<file path="src/rtl/video_ts_pkg.sv">
// Shared types and helpers for the tile/sprite render engine.
package video_ts_pkg;

  localparam int X_W   = 9;
  localparam int PIX_W = 8;

  typedef enum logic [1:0] {
    ST_IDLE  = 2'd0,
    ST_FETCH = 2'd1,
    ST_DRAIN = 2'd2
  } ts_state_e;

  // Width code 0..7 selects 8..64 pixels, i.e. 2..16 graphics words.
  function automatic logic [4:0] words_for_xs(input logic [2:0] xs);
    return {1'b0, xs, 1'b0} + 5'd2;
  endfunction

endpackage

</file>
<file path="src/rtl/video_ts_render_if.sv">
// Render task handshake between the TS processing unit and the renderer.
interface video_ts_render_if;
  logic       tsr_go;
  logic [5:0] tsr_addr;
  logic [8:0] tsr_line;
  logic [7:0] tsr_page;
  logic [8:0] tsr_x;
  logic [2:0] tsr_xs;
  logic       tsr_xf;
  logic [3:0] tsr_pal;
  logic       tsr_rdy;

  modport master (
    output tsr_go, tsr_addr, tsr_line, tsr_page, tsr_x, tsr_xs, tsr_xf, tsr_pal,
    input  tsr_rdy
  );

  modport slave (
    input  tsr_go, tsr_addr, tsr_line, tsr_page, tsr_x, tsr_xs, tsr_xf, tsr_pal,
    output tsr_rdy
  );
endinterface

</file>
<file path="src/rtl/video_ts_wfifo.sv">
// Small synchronous FIFO holding fetched graphics words until rendered.
module video_ts_wfifo #(
  parameter int DEPTH = 4
) (
  input  logic                     clk,
  input  logic                     rst_n,
  input  logic                     flush,
  input  logic                     push,
  input  logic [15:0]              push_data,
  input  logic                     pop,
  output logic [15:0]              pop_data,
  output logic [$clog2(DEPTH):0]   count,
  output logic                     empty
);

  localparam int AW = $clog2(DEPTH);
  localparam int CW = AW + 1;

  logic [15:0]   mem_q [DEPTH];
  logic [AW-1:0] wr_ptr_q, wr_ptr_d;
  logic [AW-1:0] rd_ptr_q, rd_ptr_d;
  logic [CW-1:0] count_q, count_d;

  // Pointer and occupancy update; flush wins over any push or pop.
  always_comb begin
    wr_ptr_d = wr_ptr_q;
    rd_ptr_d = rd_ptr_q;
    count_d  = count_q;
    if (flush) begin
      wr_ptr_d = '0;
      rd_ptr_d = '0;
      count_d  = '0;
    end else begin
      if (push) wr_ptr_d = wr_ptr_q + AW'(1);
      if (pop)  rd_ptr_d = rd_ptr_q + AW'(1);
      count_d = count_q + CW'(push) - CW'(pop);
    end
  end

  // Pointer and count registers.
  always_ff @(posedge clk) begin
    if (!rst_n) begin
      wr_ptr_q <= '0;
      rd_ptr_q <= '0;
      count_q  <= '0;
    end else begin
      wr_ptr_q <= wr_ptr_d;
      rd_ptr_q <= rd_ptr_d;
      count_q  <= count_d;
    end
  end

  // Storage write; contents need no reset since occupancy tracks validity.
  always_ff @(posedge clk) begin
    if (push && !flush) mem_q[wr_ptr_q] <= push_data;
  end

  assign pop_data = mem_q[rd_ptr_q];
  assign count    = count_q;
  assign empty    = (count_q == '0);

endmodule

</file>
<file path="src/rtl/video_ts_render.sv">
// Tile/sprite renderer: fetches 4bpp bitmap words and writes opaque pixels
// into the TS line buffer.
module video_ts_render
  import video_ts_pkg::*;
#(
  parameter int FIFO_DEPTH = 4
) (
  input  logic                clk,
  input  logic                rst_n,
  input  logic                start,
  video_ts_render_if.slave    tsr,
  output logic [20:0]         dram_addr,
  output logic                dram_req,
  input  logic                dram_next,
  input  logic [15:0]         dram_rdata,
  output logic [X_W-1:0]      lb_waddr,
  output logic [PIX_W-1:0]    lb_wdata,
  output logic                lb_we
);

  localparam int CW = $clog2(FIFO_DEPTH) + 1;

  ts_state_e        state_q, state_d;
  logic             rdy_q, rdy_d;
  logic [5:0]       addr_q, addr_d;
  logic [8:0]       line_q, line_d;
  logic [7:0]       page_q, page_d;
  logic             xf_q, xf_d;
  logic [3:0]       pal_q, pal_d;
  logic [4:0]       nwords_q, nwords_d;
  logic [4:0]       wreq_q, wreq_d;
  logic [6:0]       pix_q, pix_d;
  logic [X_W-1:0]   x_q, x_d;
  logic [15:0]      word_q, word_d;
  logic             wvalid_q, wvalid_d;
  logic [1:0]       sub_q, sub_d;
  logic [X_W-1:0]   lb_waddr_q, lb_waddr_d;
  logic [PIX_W-1:0] lb_wdata_q, lb_wdata_d;
  logic             lb_we_q, lb_we_d;

  logic [CW-1:0]    fifo_count;
  logic             fifo_empty;
  logic [15:0]      fifo_rdata;
  logic             fifo_push;
  logic             fifo_pop;
  logic [4:0]       widx;
  logic [6:0]       col;
  logic [7:0]       page_sum;
  logic [3:0]       nib;

  video_ts_wfifo #(.DEPTH(FIFO_DEPTH)) u_fifo (
    .clk       (clk),
    .rst_n     (rst_n),
    .flush     (start),
    .push      (fifo_push),
    .push_data (dram_rdata),
    .pop       (fifo_pop),
    .pop_data  (fifo_rdata),
    .count     (fifo_count),
    .empty     (fifo_empty)
  );

  // Word request: address of the next word, gated to keep one FIFO slot spare.
  always_comb begin
    widx      = xf_q ? (nwords_q - 5'd1 - wreq_q) : wreq_q;
    col       = {addr_q, 1'b0} + {2'b00, widx};
    page_sum  = page_q + {5'b00000, line_q[8:6]};
    dram_addr = {page_sum, line_q[5:0], col};
    dram_req  = (state_q == ST_FETCH) && (wreq_q < nwords_q) &&
                (fifo_count < CW'(FIFO_DEPTH - 1));
    fifo_push = dram_req && dram_next;
  end

  // Serializer nibble select (flip mirrors the word) and word pop decision.
  always_comb begin
    case (xf_q ? ~sub_q : sub_q)
      2'd0:    nib = word_q[7:4];
      2'd1:    nib = word_q[3:0];
      2'd2:    nib = word_q[15:12];
      default: nib = word_q[11:8];
    endcase
    fifo_pop = (state_q != ST_IDLE) && !fifo_empty && (!wvalid_q || sub_q == 2'd3);
  end

  // Task capture, fetch progress, pixel emission and completion.
  always_comb begin
    state_d    = state_q;
    rdy_d      = rdy_q;
    addr_d     = addr_q;
    line_d     = line_q;
    page_d     = page_q;
    xf_d       = xf_q;
    pal_d      = pal_q;
    nwords_d   = nwords_q;
    wreq_d     = wreq_q;
    pix_d      = pix_q;
    x_d        = x_q;
    word_d     = word_q;
    wvalid_d   = wvalid_q;
    sub_d      = sub_q;
    lb_waddr_d = lb_waddr_q;
    lb_wdata_d = lb_wdata_q;
    lb_we_d    = 1'b0;

    if (start) begin
      state_d  = ST_IDLE;
      rdy_d    = 1'b1;
      wreq_d   = '0;
      pix_d    = '0;
      wvalid_d = 1'b0;
      sub_d    = '0;
    end else begin
      case (state_q)
        ST_IDLE: begin
          if (tsr.tsr_go && rdy_q) begin
            addr_d   = tsr.tsr_addr;
            line_d   = tsr.tsr_line;
            page_d   = tsr.tsr_page;
            xf_d     = tsr.tsr_xf;
            pal_d    = tsr.tsr_pal;
            nwords_d = words_for_xs(tsr.tsr_xs);
            x_d      = tsr.tsr_x;
            wreq_d   = '0;
            pix_d    = '0;
            sub_d    = '0;
            state_d  = ST_FETCH;
            rdy_d    = 1'b0;
          end
        end
        ST_FETCH: begin
          if (fifo_push) begin
            wreq_d = wreq_q + 5'd1;
            if (wreq_q + 5'd1 == nwords_q) state_d = ST_DRAIN;
          end
        end
        default: ;
      endcase

      if (state_q != ST_IDLE && wvalid_q) begin
        lb_we_d    = (nib != 4'd0);
        lb_wdata_d = {pal_q, nib};
        lb_waddr_d = x_q;
        x_d        = x_q + 9'd1;
        sub_d      = sub_q + 2'd1;
        pix_d      = pix_q + 7'd1;
        if (pix_q == {nwords_q, 2'b00} - 7'd1) begin
          state_d = ST_IDLE;
          rdy_d   = 1'b1;
        end
      end

      if (fifo_pop) begin
        word_d   = fifo_rdata;
        wvalid_d = 1'b1;
      end else if (wvalid_q && sub_q == 2'd3) begin
        wvalid_d = 1'b0;
      end
    end
  end

  // State and output registers.
  always_ff @(posedge clk) begin
    if (!rst_n) begin
      state_q    <= ST_IDLE;
      rdy_q      <= 1'b1;
      addr_q     <= '0;
      line_q     <= '0;
      page_q     <= '0;
      xf_q       <= 1'b0;
      pal_q      <= '0;
      nwords_q   <= 5'd2;
      wreq_q     <= '0;
      pix_q      <= '0;
      x_q        <= '0;
      word_q     <= '0;
      wvalid_q   <= 1'b0;
      sub_q      <= '0;
      lb_waddr_q <= '0;
      lb_wdata_q <= '0;
      lb_we_q    <= 1'b0;
    end else begin
      state_q    <= state_d;
      rdy_q      <= rdy_d;
      addr_q     <= addr_d;
      line_q     <= line_d;
      page_q     <= page_d;
      xf_q       <= xf_d;
      pal_q      <= pal_d;
      nwords_q   <= nwords_d;
      wreq_q     <= wreq_d;
      pix_q      <= pix_d;
      x_q        <= x_d;
      word_q     <= word_d;
      wvalid_q   <= wvalid_d;
      sub_q      <= sub_d;
      lb_waddr_q <= lb_waddr_d;
      lb_wdata_q <= lb_wdata_d;
      lb_we_q    <= lb_we_d;
    end
  end

  assign tsr.tsr_rdy = rdy_q;
  assign lb_waddr    = lb_waddr_q;
  assign lb_wdata    = lb_wdata_q;
  assign lb_we       = lb_we_q;

endmodule
</file>
<file path="src/flat_wrapper.sv">
// flat-port wrapper written by rule: the top's interface ports become plain ports
module video_ts_render_flat import video_ts_pkg::*;
#(
  parameter int FIFO_DEPTH = 4
)
  (clk, rst_n, start, dram_addr, dram_req, dram_next, dram_rdata, lb_waddr, lb_wdata, lb_we, tsr_tsr_go, tsr_tsr_addr, tsr_tsr_line, tsr_tsr_page, tsr_tsr_x, tsr_tsr_xs, tsr_tsr_xf, tsr_tsr_pal, tsr_tsr_rdy);
  video_ts_render_if tsr_i ();
  input  logic clk;
  input  logic rst_n;
  input  logic start;
  output logic [20:0] dram_addr;
  output logic dram_req;
  input  logic dram_next;
  input  logic [15:0] dram_rdata;
  output logic [X_W-1:0] lb_waddr;
  output logic [PIX_W-1:0] lb_wdata;
  output logic lb_we;
  input wire logic [$bits(tsr_i.tsr_go)-1:0] tsr_tsr_go;
  input wire logic [$bits(tsr_i.tsr_addr)-1:0] tsr_tsr_addr;
  input wire logic [$bits(tsr_i.tsr_line)-1:0] tsr_tsr_line;
  input wire logic [$bits(tsr_i.tsr_page)-1:0] tsr_tsr_page;
  input wire logic [$bits(tsr_i.tsr_x)-1:0] tsr_tsr_x;
  input wire logic [$bits(tsr_i.tsr_xs)-1:0] tsr_tsr_xs;
  input wire logic [$bits(tsr_i.tsr_xf)-1:0] tsr_tsr_xf;
  input wire logic [$bits(tsr_i.tsr_pal)-1:0] tsr_tsr_pal;
  output wire logic [$bits(tsr_i.tsr_rdy)-1:0] tsr_tsr_rdy;
  assign tsr_i.tsr_go = tsr_tsr_go;
  assign tsr_i.tsr_addr = tsr_tsr_addr;
  assign tsr_i.tsr_line = tsr_tsr_line;
  assign tsr_i.tsr_page = tsr_tsr_page;
  assign tsr_i.tsr_x = tsr_tsr_x;
  assign tsr_i.tsr_xs = tsr_tsr_xs;
  assign tsr_i.tsr_xf = tsr_tsr_xf;
  assign tsr_i.tsr_pal = tsr_tsr_pal;
  assign tsr_tsr_rdy = tsr_i.tsr_rdy;
  video_ts_render #(.FIFO_DEPTH(FIFO_DEPTH)) u_core (.clk(clk), .rst_n(rst_n), .start(start), .tsr(tsr_i), .dram_addr(dram_addr), .dram_req(dram_req), .dram_next(dram_next), .dram_rdata(dram_rdata), .lb_waddr(lb_waddr), .lb_wdata(lb_wdata), .lb_we(lb_we));
endmodule
</file>
<file path="config.mk">
export PLATFORM = sky130hd
export DESIGN_NAME = video_ts_render_flat
export DESIGN_NICKNAME = d
export VERILOG_FILES = /design/src/rtl/video_ts_pkg.sv /design/src/rtl/video_ts_render_if.sv /design/src/rtl/video_ts_wfifo.sv /design/src/rtl/video_ts_render.sv /design/src/flat_wrapper.sv
export SDC_FILE = /design/constraint.sdc
export NUM_CORES = 1
export LEC_CHECK = 0
export BUFFER_PORTS_ARGS = -buffer_cell sky130_fd_sc_hd__buf_2
export CAP_MARGIN = 10
export CORE_ASPECT_RATIO = 0.7
export CORE_MARGIN = 8
export CORE_UTILIZATION = 29
export CTS_CLUSTER_DIAMETER = 100
export DETAILED_ROUTE_END_ITERATION = 8
export HOLD_SLACK_MARGIN = 0.02
export PLACE_DENSITY_LB_ADDON = 0.12
export SLEW_MARGIN = 20
export SYNTH_ARGS = -nofsm -noshare
export SYNTH_HDL_FRONTEND = slang
export SYNTH_SLANG_ARGS = --single-unit
</file>
<file path="constraint.sdc">
create_clock -name clk -period 2.7 [get_ports clk]
set_input_delay 0.135 -clock clk [delete_from_list [all_inputs] [get_ports clk]]
set_output_delay 0.135 -clock clk [all_outputs]
set_load 0.02 [all_outputs]
</file>
==> metrics.txt <==
pwr/cell area=594 mW/mm²; hold_ws=43.6 ps; CP arrival=2760 ps; Synth Register Bits=164; worst r2r src=u_core.state_q[0]; Die W=204 µm; worst-path cell chain=inv_2 > ha_4 > fa_1 > xnor2_1 > a21oi_1 > ha_1 > buf_4 > a21o_1 > a21oi_2 > xnor2_1 > buf_4; Vias=5385; post-synthesis sequential area ratio=0.547; Yosys top cell area share=0.279; pin count of the biggest net entering global routing=50; initial antenna violation count=1; Avg Cell Area, Syn=10.5 µm²; R2R depth=8; Post-synth ARST share=0; Pre-Repair DR Iteration Count=4; Reg2Reg Setup Slack=240 ps; cell area after synthesis=0.00718 mm²; Die Area=0.0301 mm²; CTS H-Tree Depth=4; worst-path fanout max=2; Final Cell Area=0.00934 mm²; violated checks=setup timing; num rows=48; aggregate negative setup slack=-421 ps; routed vias/inst=4.55; share of the core filled with cells=0.381; Worst path slowest cell=fa_1; Req. time, crit path=2570 ps; GP Congestion=0.767; Post-Syn Instances=686; Final setup violation count=4; slowest stage delay, CP=400 ps; # port buffers=101; vias in the first global route=5664; Rel. slew slack=0.604; VDD IR-drop max=0.402 mV; critical path launch point type=flip-flop; total number of yosys warnings=0; r2r endpoint=u_core.nwords_q[4]; status=complete, but fails checks; Starting Density=0.293; Commonest cells post-synth=nand2_1, dfxtp_1, a21oi_1; CTS root buf=clkbuf_16; GRT overflow=0; initial DRC count=273; crit share post-route=1.07; post-synthesis to final-layout area growth=30.2%; Synth area leader=dfxtp_1; Period minus WS final=2890 ps; HP Start=tsr_tsr_xs[2]; clk sinks=164; CP endpoint kind=output pin; Post-DP Area=0.00813 mm²; CTS tree=done; Die Y-Extent=148 µm; first-pass GRT wire length=30.2 mm; Max-cap violations=0; unrepaired setup endpoints after global routing=yes; Setup CP Type=reg -> out; Core Box Area=0.0245 mm²; clk slew on worst S/H paths=80 ps; ys flop type=dfxtp_1; worst hold endpoint=u_core.nwords_q[3]; first element of the critical path=u_core.wreq_q[1]; Worst Hold Class=in -> reg; DRC=0; setup clock skew after layout=15.2 ps; top-count cell post-synth=nand2_1; final wirelength=18.5 mm; io pins=102; GRT Overall Usage=0.126; Max clock buf depth=2; CTS Buf Count=17; fin nets=934; share of cells above drive strength 1=0.246; HPWL after DPL=13.1 mm; most area-consuming cells after synthesis=dfxtp_1, edfxtp_1, nand2_1; post-synth net total=775; Yosys cell types=55; worst skew pair latency=440 ps; routed len/inst=15.6 µm; Cells on Worst Hold Path=4; number of enable flip-flop cells after synthesis=64; remaining antenna violation count=0; Tot Pwr=5.55 mW; Final WS setup=-190 ps; # diodes=0; final slew viol count=0; Fin. Hold Viols=0; Fmax achieved=346 MHz; Least-Margin Pin Slew=595 ps; Leakage Power=3.48 nW
==> where the power goes <==
part           switching, mW  leakage (nW)  internal (mW)
combinational          0.212          1.79          0.193
clock                   1.17         0.305           1.35
sequential            0.0336          1.39           2.60
==> placed cells by master (no fill, tap or decap), drive strengths merged, types with 6 or more instances in the layout <==
cell type and instances:
nand2 153, buf 133, dfxtp 100, a21oi 91, edfxtp 64, dlygate4sd3 50
nor2 35, inv 27, xnor2 25, ha 24, mux4 20, clkbuf 17
o21ai 17, nand3 14, xor2 9, nand2b 6, nor2b 6
==> through the flow <==
| stage | instances | setup WS [ps] |
|---|---|---|
| floorplan | 686 | 168 |
| global placement | 1098 | 25.9 |
| detailed placement | 1098 | -10.8 |
| CTS | 1182 | -232 |
| global route | 1183 | -349 |
| finish | 1183 | -190 |
==> logic make-up (layout without fill, tap and decap cells) <==
kind of cell	Yosys count	in the layout	share of synthesized area
and+or+nand+nor	243	243	0.147
DFF	164	164	0.547
AOI/OAI and AO/OA	132	132	0.106
buffers and inverters	61	233	0.0370
xor gates and xnor gates	34	34	0.0415
adders and majority gates	28	28	0.0530
muxes	24	24	0.0689
==> critical path: cells and delay by family, from the launching register on <==
kind            cells  cell delay (ps)
flops               1              340
xor+xnor            2              320
compound gates      3              430
fa+ha+maj           3              890
buf+inv             3              360
==> flip-flops by register name, summed over array words and instances, names as in the netlist, 3 cells and up <==
signal / count
u_core.u_fifo.mem_q: 64
u_core.page_q: 8
u_core.line_q: 9
u_core.x_q: 9
u_core.lb_wdata: 8
u_core.nwords_q: 4
u_core.addr_q: 6
u_core.pal_q: 4
u_core.u_fifo.count: 3
u_core.word_q: 16
u_core.lb_waddr: 9
u_core.wreq_q: 5
u_core.pix_q: 7
==> layer usage <==
metal  vias up  track usage  part of all wire
met2        72        0.193              0.44
li1       2699            -                 -
met3        18       0.0321             0.034
met5         -            0           0.00070
met1      2594        0.174              0.51
met4         2       0.0370             0.011
==> cell type report <==
cell class | count | area (µm²)
Sequential cell | 164 | 3930
Multi-Input combinational cell | 461 | 3050
Fill cell | 2420 | 15200
Tap cell | 325 | 407
Clock inverter | 15 | 198
Timing Repair Buffer | 183 | 1270
Clock buffer | 17 | 425
Inverter | 18 | 67.6
==> how the worst max path moves through the flow <==
stage               slack, ps  cells after the start      endpoint
floorplan                 170                     11  dram_addr[6]
detailed placement        -10                     12  dram_addr[6]
global route             -350                     11  dram_addr[5]
global placement           30                     12  dram_addr[6]
CTS                      -230                     12  dram_addr[6]
finish                   -190                     11  dram_addr[5]
==> what timing repair did <==
item	in CTS	in global routing
hold endpoints to repair	97	0
cloned	0	0
pin swaps	4	3
setup endpoints to repair	5	5
gates resized for setup	17	4
hold buffers	50	0
setup buffers	2	2
Note: power is estimated with default switching activity, not from simulation.
